### src/rtl/cu_command_arbiter_rr.sv
// Per-requester command FIFOs feeding a single CU command buffer.
// Each requester gets its own FIFO. The FIFOs are drained round-robin,
// one command per cycle, under downstream almost-full back-pressure.

package cu_arb_pkg;

  typedef struct packed {
    logic [7:0] command;
    logic [7:0] cu_id_x;
    logic [7:0] cu_id_y;
  } CommandBufferCmd;

  typedef struct packed {
    logic            valid;
    logic [31:0]     address;
    CommandBufferCmd cmd;
  } CommandBufferLine;

  typedef struct packed {
    logic empty;
    logic alfull;
    logic full;
  } BufferStatus;

endpackage

module cu_command_arbiter_rr
  import cu_arb_pkg::*;
#(
  parameter int NUM_REQ       = 4,
  parameter int FIFO_DEPTH    = 16,
  parameter int ALFULL_MARGIN = 4
) (
  input  logic                  clock,
  input  logic                  rst,
  input  logic                  enabled_in,
  input  CommandBufferLine      command_in [NUM_REQ],
  input  BufferStatus           command_buffer_status_in,
  output BufferStatus           command_buffer_status_out [NUM_REQ],
  output CommandBufferLine      command_out,
  output logic [NUM_REQ-1:0]    grant_out,
  output logic [NUM_REQ-1:0]    overflow_error_out
);

  localparam int AW = $clog2(FIFO_DEPTH);
  localparam int CW = AW + 1;
  localparam int PW = $clog2(NUM_REQ);
  localparam logic [CW-1:0] FULL_CNT   = CW'(FIFO_DEPTH);
  localparam logic [CW-1:0] ALFULL_CNT = CW'(FIFO_DEPTH - ALFULL_MARGIN);

  CommandBufferLine   fifo_mem [NUM_REQ][FIFO_DEPTH];
  logic [AW-1:0]      rd_ptr   [NUM_REQ];
  logic [AW-1:0]      wr_ptr   [NUM_REQ];
  logic [CW-1:0]      count    [NUM_REQ];
  logic [PW-1:0]      rr_ptr;
  logic [PW-1:0]      win_idx;
  logic               win_found;
  logic               arb_go;
  logic [NUM_REQ-1:0] pop;
  logic [NUM_REQ-1:0] push_ok;

  // Only alfull of the downstream status matters; the rest is deliberately ignored.
  logic unused_status_bits;
  assign unused_status_bits = command_buffer_status_in.empty ^ command_buffer_status_in.full;

  // Round-robin search. Iterating from the farthest offset back to the nearest
  // lets the nearest non-empty FIFO after rr_ptr win without needing a break.
  always_comb begin
    win_found = 1'b0;
    win_idx   = rr_ptr;
    for (int k = NUM_REQ; k >= 1; k--) begin
      if (count[PW'((int'(rr_ptr) + k) % NUM_REQ)] != '0) begin
        win_found = 1'b1;
        win_idx   = PW'((int'(rr_ptr) + k) % NUM_REQ);
      end
    end
  end

  assign arb_go = enabled_in && !command_buffer_status_in.alfull && win_found;

  // Pop the winner. A push is accepted if the FIFO has room once this cycle's pop is counted.
  always_comb begin
    pop     = '0;
    push_ok = '0;
    for (int i = 0; i < NUM_REQ; i++) begin
      pop[i]     = arb_go && (win_idx == PW'(i));
      push_ok[i] = command_in[i].valid && ((count[i] != FULL_CNT) || pop[i]);
    end
  end

  // FIFO storage. It is not reset: the counts alone define which entries are live.
  always_ff @(posedge clock) begin
    for (int i = 0; i < NUM_REQ; i++) begin
      if (push_ok[i]) fifo_mem[i][wr_ptr[i]] <= command_in[i];
    end
  end

  // Per-FIFO pointers, occupancy and the sticky drop flags.
  always_ff @(posedge clock or posedge rst) begin
    if (rst) begin
      for (int i = 0; i < NUM_REQ; i++) begin
        rd_ptr[i] <= '0;
        wr_ptr[i] <= '0;
        count[i]  <= '0;
      end
      overflow_error_out <= '0;
    end else begin
      for (int i = 0; i < NUM_REQ; i++) begin
        if (push_ok[i]) wr_ptr[i] <= wr_ptr[i] + AW'(1);
        if (pop[i])     rd_ptr[i] <= rd_ptr[i] + AW'(1);
        count[i] <= count[i] + {{AW{1'b0}}, push_ok[i]} - {{AW{1'b0}}, pop[i]};
        if (command_in[i].valid && !push_ok[i]) overflow_error_out[i] <= 1'b1;
      end
    end
  end

  // Register the popped head entry together with its one-hot grant.
  // On a stall the payload is left stale and only valid and grant are cleared.
  always_ff @(posedge clock or posedge rst) begin
    if (rst) begin
      command_out <= '0;
      grant_out   <= '0;
      rr_ptr      <= PW'(NUM_REQ - 1);
    end else if (arb_go) begin
      command_out       <= fifo_mem[win_idx][rd_ptr[win_idx]];
      command_out.valid <= 1'b1;
      grant_out         <= NUM_REQ'(1) << win_idx;
      rr_ptr            <= win_idx;
    end else begin
      command_out.valid <= 1'b0;
      grant_out         <= '0;
    end
  end

  // The status flags come straight from the registered occupancy.
  always_comb begin
    for (int i = 0; i < NUM_REQ; i++) begin
      command_buffer_status_out[i].empty  = (count[i] == '0);
      command_buffer_status_out[i].alfull = (count[i] >= ALFULL_CNT);
      command_buffer_status_out[i].full   = (count[i] == FULL_CNT);
    end
  end

endmodule

### config.mk
export PLATFORM = sky130hd
export DESIGN_NAME = cu_command_arbiter_rr
export DESIGN_NICKNAME = d
export VERILOG_FILES = /design/src/rtl/cu_command_arbiter_rr.sv
export SDC_FILE = /design/constraint.sdc
export NUM_CORES = 2
export LEC_CHECK = 0
export BUFFER_PORTS_ARGS = -buffer_cell sky130_fd_sc_hd__buf_2
export CORE_AREA = 2 2 577 579
export CTS_CLUSTER_DIAMETER = 60
export CTS_CLUSTER_SIZE = 40
export DETAILED_ROUTE_END_ITERATION = 6
export DIE_AREA = 0 0 579 581
export PLACE_DENSITY = 0.67
export SETUP_SLACK_MARGIN = 0.3
export SLEW_MARGIN = 25
export SYNTH_ARGS = -nofsm -noshare
export SYNTH_HDL_FRONTEND = slang
export SYNTH_SLANG_ARGS = --single-unit
### constraint.sdc
create_clock -name clock -period 20.8 [get_ports clock]
set_input_delay 0 -clock clock [delete_from_list [all_inputs] [get_ports clock]]
set_output_delay 0 -clock clock [all_outputs]
set_load 0.1 [all_outputs]
==> metrics.md <==
| Metric | Value |
|---|---|
| Mean Syn Cell Area | 14.4 sq um |
| Effective utilization at floorplan | 0.449 |
| Max VDD drop | approximately 0.00027 V |
| Gr usage total | 0.294 |
| Clock share of power | 0.215 |
| Clock latency on the worst-skew pair | 1.00 ns |
| Clk root buf | clkbuf_16 |
| Setup tns final | 0 ns |
| Yosys cell types | 56 |
| Clock skew | 0.118 ns |
| Startpoint Class | flip-flop |
| Placer congestion estimate | 0.834 |
| Router iterations before antenna repair | 7 |
| Dpl cells | 14400 |
| Worst R2R Setup Slack | 13.78 ns |
| #FFs+latches synth | 3703 |
| Commonest non-fill, non-tap cell in the layout | edfxtp_1 |
| Initial antenna violation count | 73 |
| WHS | 0.0258 ns |
| Most frequent cells in the layout | edfxtp_1, nand2_1, nand3_1, a211oi_1, mux2i_1 |
| Leakage power | approximately 55 nW |
| Crit-path cells | nor3_1, nand2_1, nor3_1, buf_4, or2_4, buf_4, buf_4, buf_4, buf_4, a211oi_1, a211oi_1, o21ai_0, nand3_1, nand4_1, nand3_1 |
| Pin count of the biggest net entering global routing | 184 |
| 1st-iter DRT viols | 16200 |
| Via-to-Cell Ratio | ~6.4 |
| Layout area overhead | 13.1% |
| Vias in the first global route | between 90000 and 100k |
| Final setup viols | 0 |
| Final Hold Fails | 0 |
| Post-synth ARST share | 0.0321 |
| Core Area | 330000 sq um |
| Status | finished, violations left |
| CP Data Required Time | between 20 and 25 ns |
| Total chip power | 25.3 mW |
| Final Cycle Share | 0.337 |
| Post-Layout Cell Count | ~15000 |
| CTS Buf Count | 237 |
| Post-synthesis sequential area ratio | 0.747 |
| Sw frac | 0.439 |
| Dominant cell type by area after synthesis | edfxtp_1 |
| Drc violations | 2 |
| Worst EP arrival | a little under 8 ns |
| Slowest cell delay on critical path | 0.93 ns |
| CTS max path bufs | 4 |
| H-tree lvl count | 4 |
| Combinational power share | 0.413 |
| CTS Sinks | 3703 |
| Post-synth top area share | 0.727 |
| Post-DP HPWL | 263 mm |
| CP max stage cell | buf_4 |
| ANT nets after route | 0 |
| Mapped cell area | ~150000 sq um |
| Unrepaired setup endpoints after global routing | no |
| Net Switching | 11.1 mW |
| Sequential share of power | 0.372 |
| Global route overflow | 0 |
| Pwr per Cell Area | around 150 nW/um^2 |
| Tmin final | 7.02 ns |
| CP max FO | 91 |
| TritonCTS clock tree | built |
| Least-Margin Pin Slew | between 1 and 1.5 ns |
| Pint | between 10 and 15 mW |
| Post-Synthesis Cells | between 10000 and 15000 |
| Routed len/inst | 33.2 um |
| Final Max Slew Viols | 0 |
| Syn_nets | approximately 11000 |
| Die W | 579 um |
| Max cap viols | 0 |
| Final #Nets | roughly 11000 |
| Critical Path End Type | flip-flop |
| Max_slew headroom | 0.120 |
| Ports | 311 |
| Input/output buffers | 308 |
| Clk pin slew, worst setup/hold paths | 0.10 ns |
| Routed via count | 97600 |
| Fraction of layout cells with a size suffix above 1 | 0.0990 |
| Highest clock rate | 143 MHz |
| Synth warnings | 0 |
| Most used cell, CP | buf_4 |
| Violated checks | design-rule violations |
| Die area | between 300000 and 400000 sq um |
| Number of placement rows | between 200 and 250 |
| First-pass GRT wire length | 698 mm |
| Aggregate routed wire length | 506 mm |
| Area contributors post-synth | edfxtp_1, a211oi_1, nand2_1 |
| Predominant post-synthesis flop cell | edfxtp_1 |
| # Post-CTS Setup Buffers | 0 |
| Die H | 581 um |
| Hold WC Path Type | in -> reg |
| Crit path kind | reg -> reg |
| Number of synthesized flops with an enable pin | 3584 |
metrics by stage:
| stage | setup slack (ns) | area [sq um] | utilization |
|---|---|---|---|
| after floorplan | 12.90 | 148000 | - |
| after global placement | 14.18 | 154000 | 0.468 |
| after detailed placement | 14.07 | 155000 | 0.469 |
| after CTS | 13.98 | 167000 | 0.507 |
| after global routing | 13.35 | 167000 | 0.508 |
| final | 13.78 | 167000 | 0.508 |
cell usage after synthesis, types with 55 or more instances:
master,count
a211oi_1,938
a21oi_1,447
a31oi_1,56
a32oi_1,55
buf_1,57
buf_2,75
clkbuf_1,595
dfrtp_1,117
edfxtp_1,3584
mux2i_1,561
nand2_1,1573
nand3_1,973
nand4_1,68
nor2b_1,553
nor4_1,58
o21ai_0,121
worst paths after layout:
path                                        from                     to  depth (start not counted)
max in group asynchronous                    rst              rd_ptr[8]                          5
setup reg to reg                        count[7]        command_out[55]                         15
min in group asynchronous                    rst           grant_out[1]                          4
setup / recovery                        count[7]        command_out[55]                         15
hold / removal                   command_in[120]       fifo_mem[1][405]                          2
hold reg to reg            overflow_error_out[3]  overflow_error_out[3]                          1
cell type report:
class | instances | area, sq um
diodes | 33 | 82.6
clock buffers | 247 | 6020
clock inverters | 198 | 2890
fillers | 26900 | 162000
inverters | 48 | 188
multi-input cells | 5763 | 34800
flip-flops and latches | 3703 | 111000
well taps | 4366 | 5460
repair buffers | 914 | 7320
routing by layer:
metal  up-vias  GRT usage  part of all wire
met5         -          0           0.00050
li1      39900          -                 -
met3      1416     0.0705              0.14
met2      7715      0.448              0.45
met4        36      0.136             0.054
met1     48600      0.399              0.36
flip-flops by register name, summed over array words and instances, names as in the netlist:
| name | count |
|---|---|
| count | 20 |
| rd_ptr | 16 |
| grant_out | 4 |
| fifo_mem | 3584 |
| wr_ptr | 16 |
| overflow_error_out | 4 |
| command_out | 57 |
| rr_ptr | 2 |
critical path: cells and delay by family (launching register included):
kind	cells	cell delay, ns
buffers and inverters	5	3.57
AO/OA/AOI/OAI	3	0.56
AND/OR/NAND/NOR	7	2.11
flip-flops	1	0.43
power by group through the flow:
stage / clock, mW / combinational, mW / sequential, mW
2_1_floorplan: 0 / 6.18 / 9.80
3_3_place_gp: 0 / 9.89 / 9.53
3_5_place_dp: 0 / 10.0 / 9.57
4_1_cts: 5.45 / 10.1 / 9.40
5_1_grt: 5.71 / 10.9 / 9.44
6_report: 5.44 / 10.4 / 9.40
kinds of logic after synthesis:
kind of cell / count (synthesis) / synth area share
DFF: 3703 / 0.747
and+or+nand+nor: 3345 / 0.106
AOI/OAI and AO/OA: 1756 / 0.0801
buffers and inverters: 780 / 0.0206
muxes: 572 / 0.0395
adders and majority gates: 54 / 0.00477
xor gates and xnor gates: 36 / 0.00213
repair_timing:
action,CTS,global route
hold buffers,386,0
endpoints found under the setup margin,0,0
resized for setup,0,0
endpoints found under the hold margin,3686,0
(Power assumes the default switching activity.)
